--- config.mk ---
export PLATFORM = sky130hd
export DESIGN_NAME = alu_result_queue_flat
export DESIGN_NICKNAME = d
export VERILOG_FILES = /design/src/rtl/alu_pkg.sv /design/src/rtl/alu_result_queue_if.sv /design/src/rtl/alu_rq_fifo.sv /design/src/rtl/alu_result_queue.sv /design/src/flat_wrapper.sv
export SDC_FILE = /design/constraint.sdc
export NUM_CORES = 1
export LEC_CHECK = 0
export ABC_AREA = 1
export BUFFER_PORTS_ARGS = -buffer_cell sky130_fd_sc_hd__buf_2
export CAP_MARGIN = 20
export CORE_MARGIN = 3
export CORE_UTILIZATION = 55
export CTS_CLUSTER_DIAMETER = 50
export DETAILED_ROUTE_END_ITERATION = 7
export PLACE_DENSITY = 0.8
export SLEW_MARGIN = 10
export SYNTH_ARGS = -nofsm -noshare
export SYNTH_HDL_FRONTEND = slang
export SYNTH_HIERARCHICAL = 1
export SYNTH_SLANG_ARGS = --single-unit
--- constraint.sdc ---
create_clock -name CLK -period 4.41 [get_ports CLK]
set_input_delay 0.2205 -clock CLK [delete_from_list [all_inputs] [get_ports CLK]]
set_output_delay 0.2205 -clock CLK [all_outputs]
set_load 0.1 [all_outputs]
--- src/rtl/alu_pkg.sv ---
// Shared constants for the ALU result path: unit class codes
// and the packed result-entry width.
package alu_pkg;

    localparam int ALU_W = 4;

    localparam logic [1:0] CLS_ARITH = 2'b00;
    localparam logic [1:0] CLS_LOGIC = 2'b01;
    localparam logic [1:0] CLS_CMP   = 2'b10;
    localparam logic [1:0] CLS_SHIFT = 2'b11;

    function automatic int entry_w(input int w);
        return w + 3;
    endfunction

    localparam int ENTRY_W = entry_w(ALU_W);

endpackage

--- src/rtl/alu_result_queue_if.sv ---
// Valid/ready result channel from the queue head to the sink.
// master drives the entry, slave returns ready.
interface alu_result_queue_if #(
    parameter int WIDTH = 4
);
    logic [WIDTH-1:0] RES_OUT;
    logic             RES_CARRY;
    logic [1:0]       RES_CLASS;
    logic             RES_VALID;
    logic             RES_READY;

    modport master (
        output RES_OUT, RES_CARRY, RES_CLASS, RES_VALID,
        input  RES_READY
    );

    modport slave (
        input  RES_OUT, RES_CARRY, RES_CLASS, RES_VALID,
        output RES_READY
    );
endinterface

--- src/rtl/alu_rq_fifo.sv ---
// Generic synchronous FIFO with occupancy count.
// Head data is read combinationally from storage.
module alu_rq_fifo #(
    parameter int DW    = 7,
    parameter int DEPTH = 4
) (
    input  logic                     clk,
    input  logic                     rst,
    input  logic                     push,
    input  logic                     pop,
    input  logic [DW-1:0]            din,
    output logic [DW-1:0]            dout,
    output logic [$clog2(DEPTH):0]   count,
    output logic                     full,
    output logic                     empty
);
    localparam int AW = $clog2(DEPTH);
    localparam int CW = AW + 1;

    logic [DW-1:0] mem [DEPTH];
    logic [AW-1:0] wr_ptr;
    logic [AW-1:0] rd_ptr;
    logic          do_push;
    logic          do_pop;

    assign full    = (count == CW'(DEPTH));
    assign empty   = (count == '0);
    assign do_pop  = pop && !empty;
    // a pop frees the slot, so a full FIFO still accepts a push
    assign do_push = push && (!full || do_pop);
    assign dout    = mem[rd_ptr];

    always_ff @(posedge clk) begin
        if (do_push && !rst) begin
            mem[wr_ptr] <= din;
        end
    end

    always_ff @(posedge clk) begin
        if (rst) begin
            wr_ptr <= '0;
            rd_ptr <= '0;
            count  <= '0;
        end else begin
            if (do_push) begin
                wr_ptr <= wr_ptr + AW'(1);
            end
            if (do_pop) begin
                rd_ptr <= rd_ptr + AW'(1);
            end
            if (do_push && !do_pop) begin
                count <= count + CW'(1);
            end else if (do_pop && !do_push) begin
                count <= count - CW'(1);
            end
        end
    end

endmodule

--- src/rtl/alu_result_queue.sv ---
// Captures one ALU unit result per cycle by priority, tags it
// with class and carry, and buffers it for a stalling sink.
module alu_result_queue
    import alu_pkg::*;
#(
    parameter int WIDTH = ALU_W,
    parameter int DEPTH = 4
) (
    input  logic                   CLK,
    input  logic                   RST,
    input  logic [WIDTH-1:0]       Arith_OUT,
    input  logic [WIDTH-1:0]       Logic_OUT,
    input  logic [WIDTH-1:0]       CMP_OUT,
    input  logic [WIDTH-1:0]       SHIFT_OUT,
    input  logic                   Carry_OUT,
    input  logic                   Arith_Flag,
    input  logic                   Logic_Flag,
    input  logic                   CMP_Flag,
    input  logic                   SHIFT_Flag,
    input  logic                   CLR_ERR,
    alu_result_queue_if.master     res,
    output logic                   FULL,
    output logic                   EMPTY,
    output logic [$clog2(DEPTH):0] COUNT,
    output logic                   OVERFLOW,
    output logic                   MULTI_ERR
);
    localparam int EW = entry_w(WIDTH);

    logic [3:0]       flags;
    logic             push_req;
    logic             multi;
    logic             pop;
    logic             ovf_evt;
    logic [WIDTH-1:0] sel_data;
    logic [1:0]       sel_cls;
    logic             sel_carry;
    logic [EW-1:0]    entry;
    logic [EW-1:0]    head;

    assign flags = {SHIFT_Flag, CMP_Flag, Logic_Flag, Arith_Flag};
    assign push_req = |flags;
    assign multi    = ($countones(flags) > 1);

    always_comb begin
        sel_data  = '0;
        sel_cls   = CLS_ARITH;
        sel_carry = 1'b0;
        priority case (1'b1)
            Arith_Flag: begin
                sel_data  = Arith_OUT;
                sel_cls   = CLS_ARITH;
                sel_carry = Carry_OUT;
            end
            Logic_Flag: begin
                sel_data = Logic_OUT;
                sel_cls  = CLS_LOGIC;
            end
            CMP_Flag: begin
                sel_data = CMP_OUT;
                sel_cls  = CLS_CMP;
            end
            SHIFT_Flag: begin
                sel_data = SHIFT_OUT;
                sel_cls  = CLS_SHIFT;
            end
            default: begin
                sel_data = '0;
            end
        endcase
    end

    assign entry   = {sel_carry, sel_cls, sel_data};
    assign pop     = res.RES_VALID && res.RES_READY;
    assign ovf_evt = push_req && FULL && !pop;

    alu_rq_fifo #(
        .DW    (EW),
        .DEPTH (DEPTH)
    ) u_fifo (
        .clk   (CLK),
        .rst   (RST),
        .push  (push_req),
        .pop   (pop),
        .din   (entry),
        .dout  (head),
        .count (COUNT),
        .full  (FULL),
        .empty (EMPTY)
    );

    // storage is not cleared on reset, so mask the head when empty
    assign res.RES_VALID = !EMPTY;
    assign res.RES_OUT   = EMPTY ? '0   : head[WIDTH-1:0];
    assign res.RES_CLASS = EMPTY ? 2'b0 : head[WIDTH+1:WIDTH];
    assign res.RES_CARRY = EMPTY ? 1'b0 : head[WIDTH+2];

    always_ff @(posedge CLK) begin
        if (RST) begin
            OVERFLOW  <= 1'b0;
            MULTI_ERR <= 1'b0;
        end else begin
            if (ovf_evt) begin
                OVERFLOW <= 1'b1;
            end else if (CLR_ERR) begin
                OVERFLOW <= 1'b0;
            end
            if (multi) begin
                MULTI_ERR <= 1'b1;
            end else if (CLR_ERR) begin
                MULTI_ERR <= 1'b0;
            end
        end
    end

endmodule

--- src/flat_wrapper.sv ---
// flat-port wrapper written by rule: the top's interface ports become plain ports
module alu_result_queue_flat import alu_pkg::*;
#(
    parameter int WIDTH = ALU_W,
    parameter int DEPTH = 4
)
  (CLK, RST, Arith_OUT, Logic_OUT, CMP_OUT, SHIFT_OUT, Carry_OUT, Arith_Flag, Logic_Flag, CMP_Flag, SHIFT_Flag, CLR_ERR, FULL, EMPTY, COUNT, OVERFLOW, MULTI_ERR, res_RES_OUT, res_RES_CARRY, res_RES_CLASS, res_RES_VALID, res_RES_READY);
  alu_result_queue_if #(.WIDTH(WIDTH)) res_i ();
  input  logic CLK;
  input  logic RST;
  input  logic [WIDTH-1:0] Arith_OUT;
  input  logic [WIDTH-1:0] Logic_OUT;
  input  logic [WIDTH-1:0] CMP_OUT;
  input  logic [WIDTH-1:0] SHIFT_OUT;
  input  logic Carry_OUT;
  input  logic Arith_Flag;
  input  logic Logic_Flag;
  input  logic CMP_Flag;
  input  logic SHIFT_Flag;
  input  logic CLR_ERR;
  output logic FULL;
  output logic EMPTY;
  output logic [$clog2(DEPTH):0] COUNT;
  output logic OVERFLOW;
  output logic MULTI_ERR;
  output wire logic [$bits(res_i.RES_OUT)-1:0] res_RES_OUT;
  output wire logic [$bits(res_i.RES_CARRY)-1:0] res_RES_CARRY;
  output wire logic [$bits(res_i.RES_CLASS)-1:0] res_RES_CLASS;
  output wire logic [$bits(res_i.RES_VALID)-1:0] res_RES_VALID;
  input wire logic [$bits(res_i.RES_READY)-1:0] res_RES_READY;
  assign res_RES_OUT = res_i.RES_OUT;
  assign res_RES_CARRY = res_i.RES_CARRY;
  assign res_RES_CLASS = res_i.RES_CLASS;
  assign res_RES_VALID = res_i.RES_VALID;
  assign res_i.RES_READY = res_RES_READY;
  alu_result_queue #(.WIDTH(WIDTH), .DEPTH(DEPTH)) u_core (.CLK(CLK), .RST(RST), .Arith_OUT(Arith_OUT), .Logic_OUT(Logic_OUT), .CMP_OUT(CMP_OUT), .SHIFT_OUT(SHIFT_OUT), .Carry_OUT(Carry_OUT), .Arith_Flag(Arith_Flag), .Logic_Flag(Logic_Flag), .CMP_Flag(CMP_Flag), .SHIFT_Flag(SHIFT_Flag), .CLR_ERR(CLR_ERR), .res(res_i), .FULL(FULL), .EMPTY(EMPTY), .COUNT(COUNT), .OVERFLOW(OVERFLOW), .MULTI_ERR(MULTI_ERR));
endmodule
==> run metrics <==
Sink Count 39; Startpoint Class flop; GP Congestion 0.891; io pins 40; fin cells ~310; commonest non-fill, non-tap cells in the layout nor2_1 (42), buf_2 (39), inv_1 (32); crit path launch u_core/u_fifo/count[0]; total CTS buffers 5; Leakage ~1.0 nW; NumNets Final slightly below 300; CP most frequent cell inv_1; Max Freq roughly 0.40 GHz; die area 4310 µm²; Slew Viols, Final 0; global-route wire length before repair 6.30 mm; Syn Area/Cell 9.01 µm²; WL final 3.81 mm; commonest non-fill, non-tap cell in the layout nor2_1; Setup-failing EPs final 0; Peak VDD IR roughly 0.36 mV; delay of the slowest critical-path stage 480 ps; final hold violations 0; Slew HR 57.1%; Cell Area, Synth just under 2000 µm²; ANT nets after route 0; placed instance count 298; Initial Util between 50 and 60%; largest net degree at the start of global routing 16; Iter 0 DRT Violations between 40 and 50; Syn Inst Count 217; minimum clock period between 2000 and 2500 ps; Max-Cap Viols 0; skew final about 8 ps; CTS tree done; hold crit path type input port to flop; final period utilization 56.6%; CP Depth 17; Core ar. approximately 3400 µm²; CTS H-tree depth 2; antenna violations before repair 0; CP bufs+invs 5; CP cell instances nor2_4 -> nand2_2 -> inv_1 -> nor2_1 -> inv_1 -> nand3_2 -> nand2_2 -> inv_2 -> ha_1 -> inv_1 -> fa_1 -> inv_1 -> nand2_1 -> nand3_1 -> nand2_1 -> nand2_1 -> nor2_1; average wire per standard cell between 10 and 15 µm; reg2reg end u_core/u_fifo/count[2]; Worst-path clk slew ~100 ps; Syn Nets between 200 and 300; worst-skew pair later-pin latency roughly 340 ps; post-synthesis sequential area ratio 54.3%; total track usage around 20%; Clk Tree Root Cell clkbuf_4; Hold WS 128 ps; slowest stage cell, crit path dfxtp_1; postcts setup bufs 0; layout cells sized above 1 between 20% and 30%; Data arrival, critical path between 2000 and 3000 ps; status finished, final reports clean; vias in the first global route roughly 1400; Area Growth Syn to Fin 16.1%; grt total ovfl 0; post-CTS resize count 0; register-to-register setup slack between 1500 and 2000 ps; post-layout util 67.0%; DR vias/cell 4.93; HPWL after DPL roughly 2.8 mm; P per Cell Area approximately 750 nW/µm²; FF-to-FF Start u_core/u_fifo/count[0]; Worst Setup EP u_core/u_fifo/count[2]; Worst Setup Path Type flop to flop; RSZ-0062 raised after global routing no; # hold bufs at CTS 0; standard-cell rows 21; Buffers on Ports 39; Hold Startpoint RST; endpoint class of the critical path flop; Worst Path Required 4650 ps; DRT Pass-1 Iters 4; Clock Path Buffers 2; vias between 1500 and 2000; TNS Setup 0 ps; Top delay family on crit path simple AND/OR/NAND/NOR gates; drt drc 0; ANT cells 0; FF+latch count, synth 39; die width 65.6 µm; CP max FO 10; Netlist cell types 24; worst reg-to-reg path cell count 17; Synth Warn # 6; worst slew pin tran 641 ps; Die Y-Extent around 66 µm
-- area by class of cell --
type	instances	area [µm²]
fillers	277	1120
repair buffers	39	195
inverters	37	139
clock buffers	6	41.3
multi-input cells	137	717
well taps	46	57.6
clock inverters	2	60.1
flip-flops and latches	39	1060
-- metal layers --
metal	vias to the layer above	wire length, µm	global-route usage [%]
met5	-	0	0
met4	0	25	8.55
met3	2	163	4.10
met2	29	1950	33.3
met1	690	1670	24.3
li1	788	-	-
-- per-stage QoR --
step / area (µm²) / total power [mW] / setup slack (ps)
after floorplan: 1960 / 1.30 / 507
after global placement: 2170 / 1.41 / 2070
after detailed placement: 2170 / 1.42 / 1950
after CTS: 2270 / 1.71 / 1910
after global routing: 2270 / 1.79 / 1670
final: 2270 / 1.70 / 1910
-- cells in the mapped netlist --
master / count / area share [%]
buf_6: 3 / 1.7
dfxtp_1: 11 / 11
nor3_1: 2 / 0.51
ha_1: 6 / 3.8
nand2_1: 30 / 5.8
nand2_2: 6 / 1.9
nor2_4: 1 / 0.58
nor2_2: 1 / 0.32
o21ai_0: 12 / 3.1
a21oi_1: 10 / 2.6
o22ai_1: 7 / 2.2
xor2_1: 1 / 0.45
o21bai_1: 1 / 0.38
o21ai_1: 3 / 0.77
o21ai_2: 1 / 0.45
buf_2: 1 / 0.26
inv_1: 32 / 6.1
edfxtp_1: 28 / 43
fa_1: 2 / 2.0
a21oi_2: 2 / 0.90
nand3_1: 9 / 2.3
inv_2: 5 / 0.96
nor2_1: 42 / 8.1
nand3_2: 1 / 0.51
-- how the worst min path moves through the flow --
stage,endpoint,cells after the start
3_5_place_dp,u_core/OVERFLOW,2
4_1_cts,u_core/OVERFLOW,2
6_report,u_core/OVERFLOW,2
2_1_floorplan,u_core/OVERFLOW,1
5_1_grt,u_core/OVERFLOW,2
3_3_place_gp,u_core/OVERFLOW,2
-- where the power goes --
part	total, mW	switching [mW]	internal, mW
clock network	0.290	0.113	0.177
logic	0.901	0.737	0.164
registers	0.511	0.0503	0.461
total	1.70	0.900	0.802
-- registers in the layout (all words and copies together) (netlist names), named ones only --
| register | flops |
|---|---|
| u_core/u_fifo/rd_ptr | 2 |
| u_core/OVERFLOW | 1 |
| u_core/MULTI_ERR | 1 |
| u_core/u_fifo/count | 3 |
| u_core/u_fifo/wr_ptr | 2 |
| u_core/u_fifo/mem | 28 |
-- cell families (layout without fill, tap and decap cells) --
| logic type | count (synthesis) | after routing | synth area share [%] |
|---|---|---|---|
| simple gates | 92 | 92 | 20.0 |
| flops | 39 | 39 | 54.3 |
| buf+inv | 41 | 84 | 9.09 |
| fa+ha+maj | 8 | 8 | 5.89 |
| compound gates | 36 | 36 | 10.4 |
| xor+xnor | 1 | 1 | 0.448 |
No activity file was read; power rests on OpenSTA's default activity.
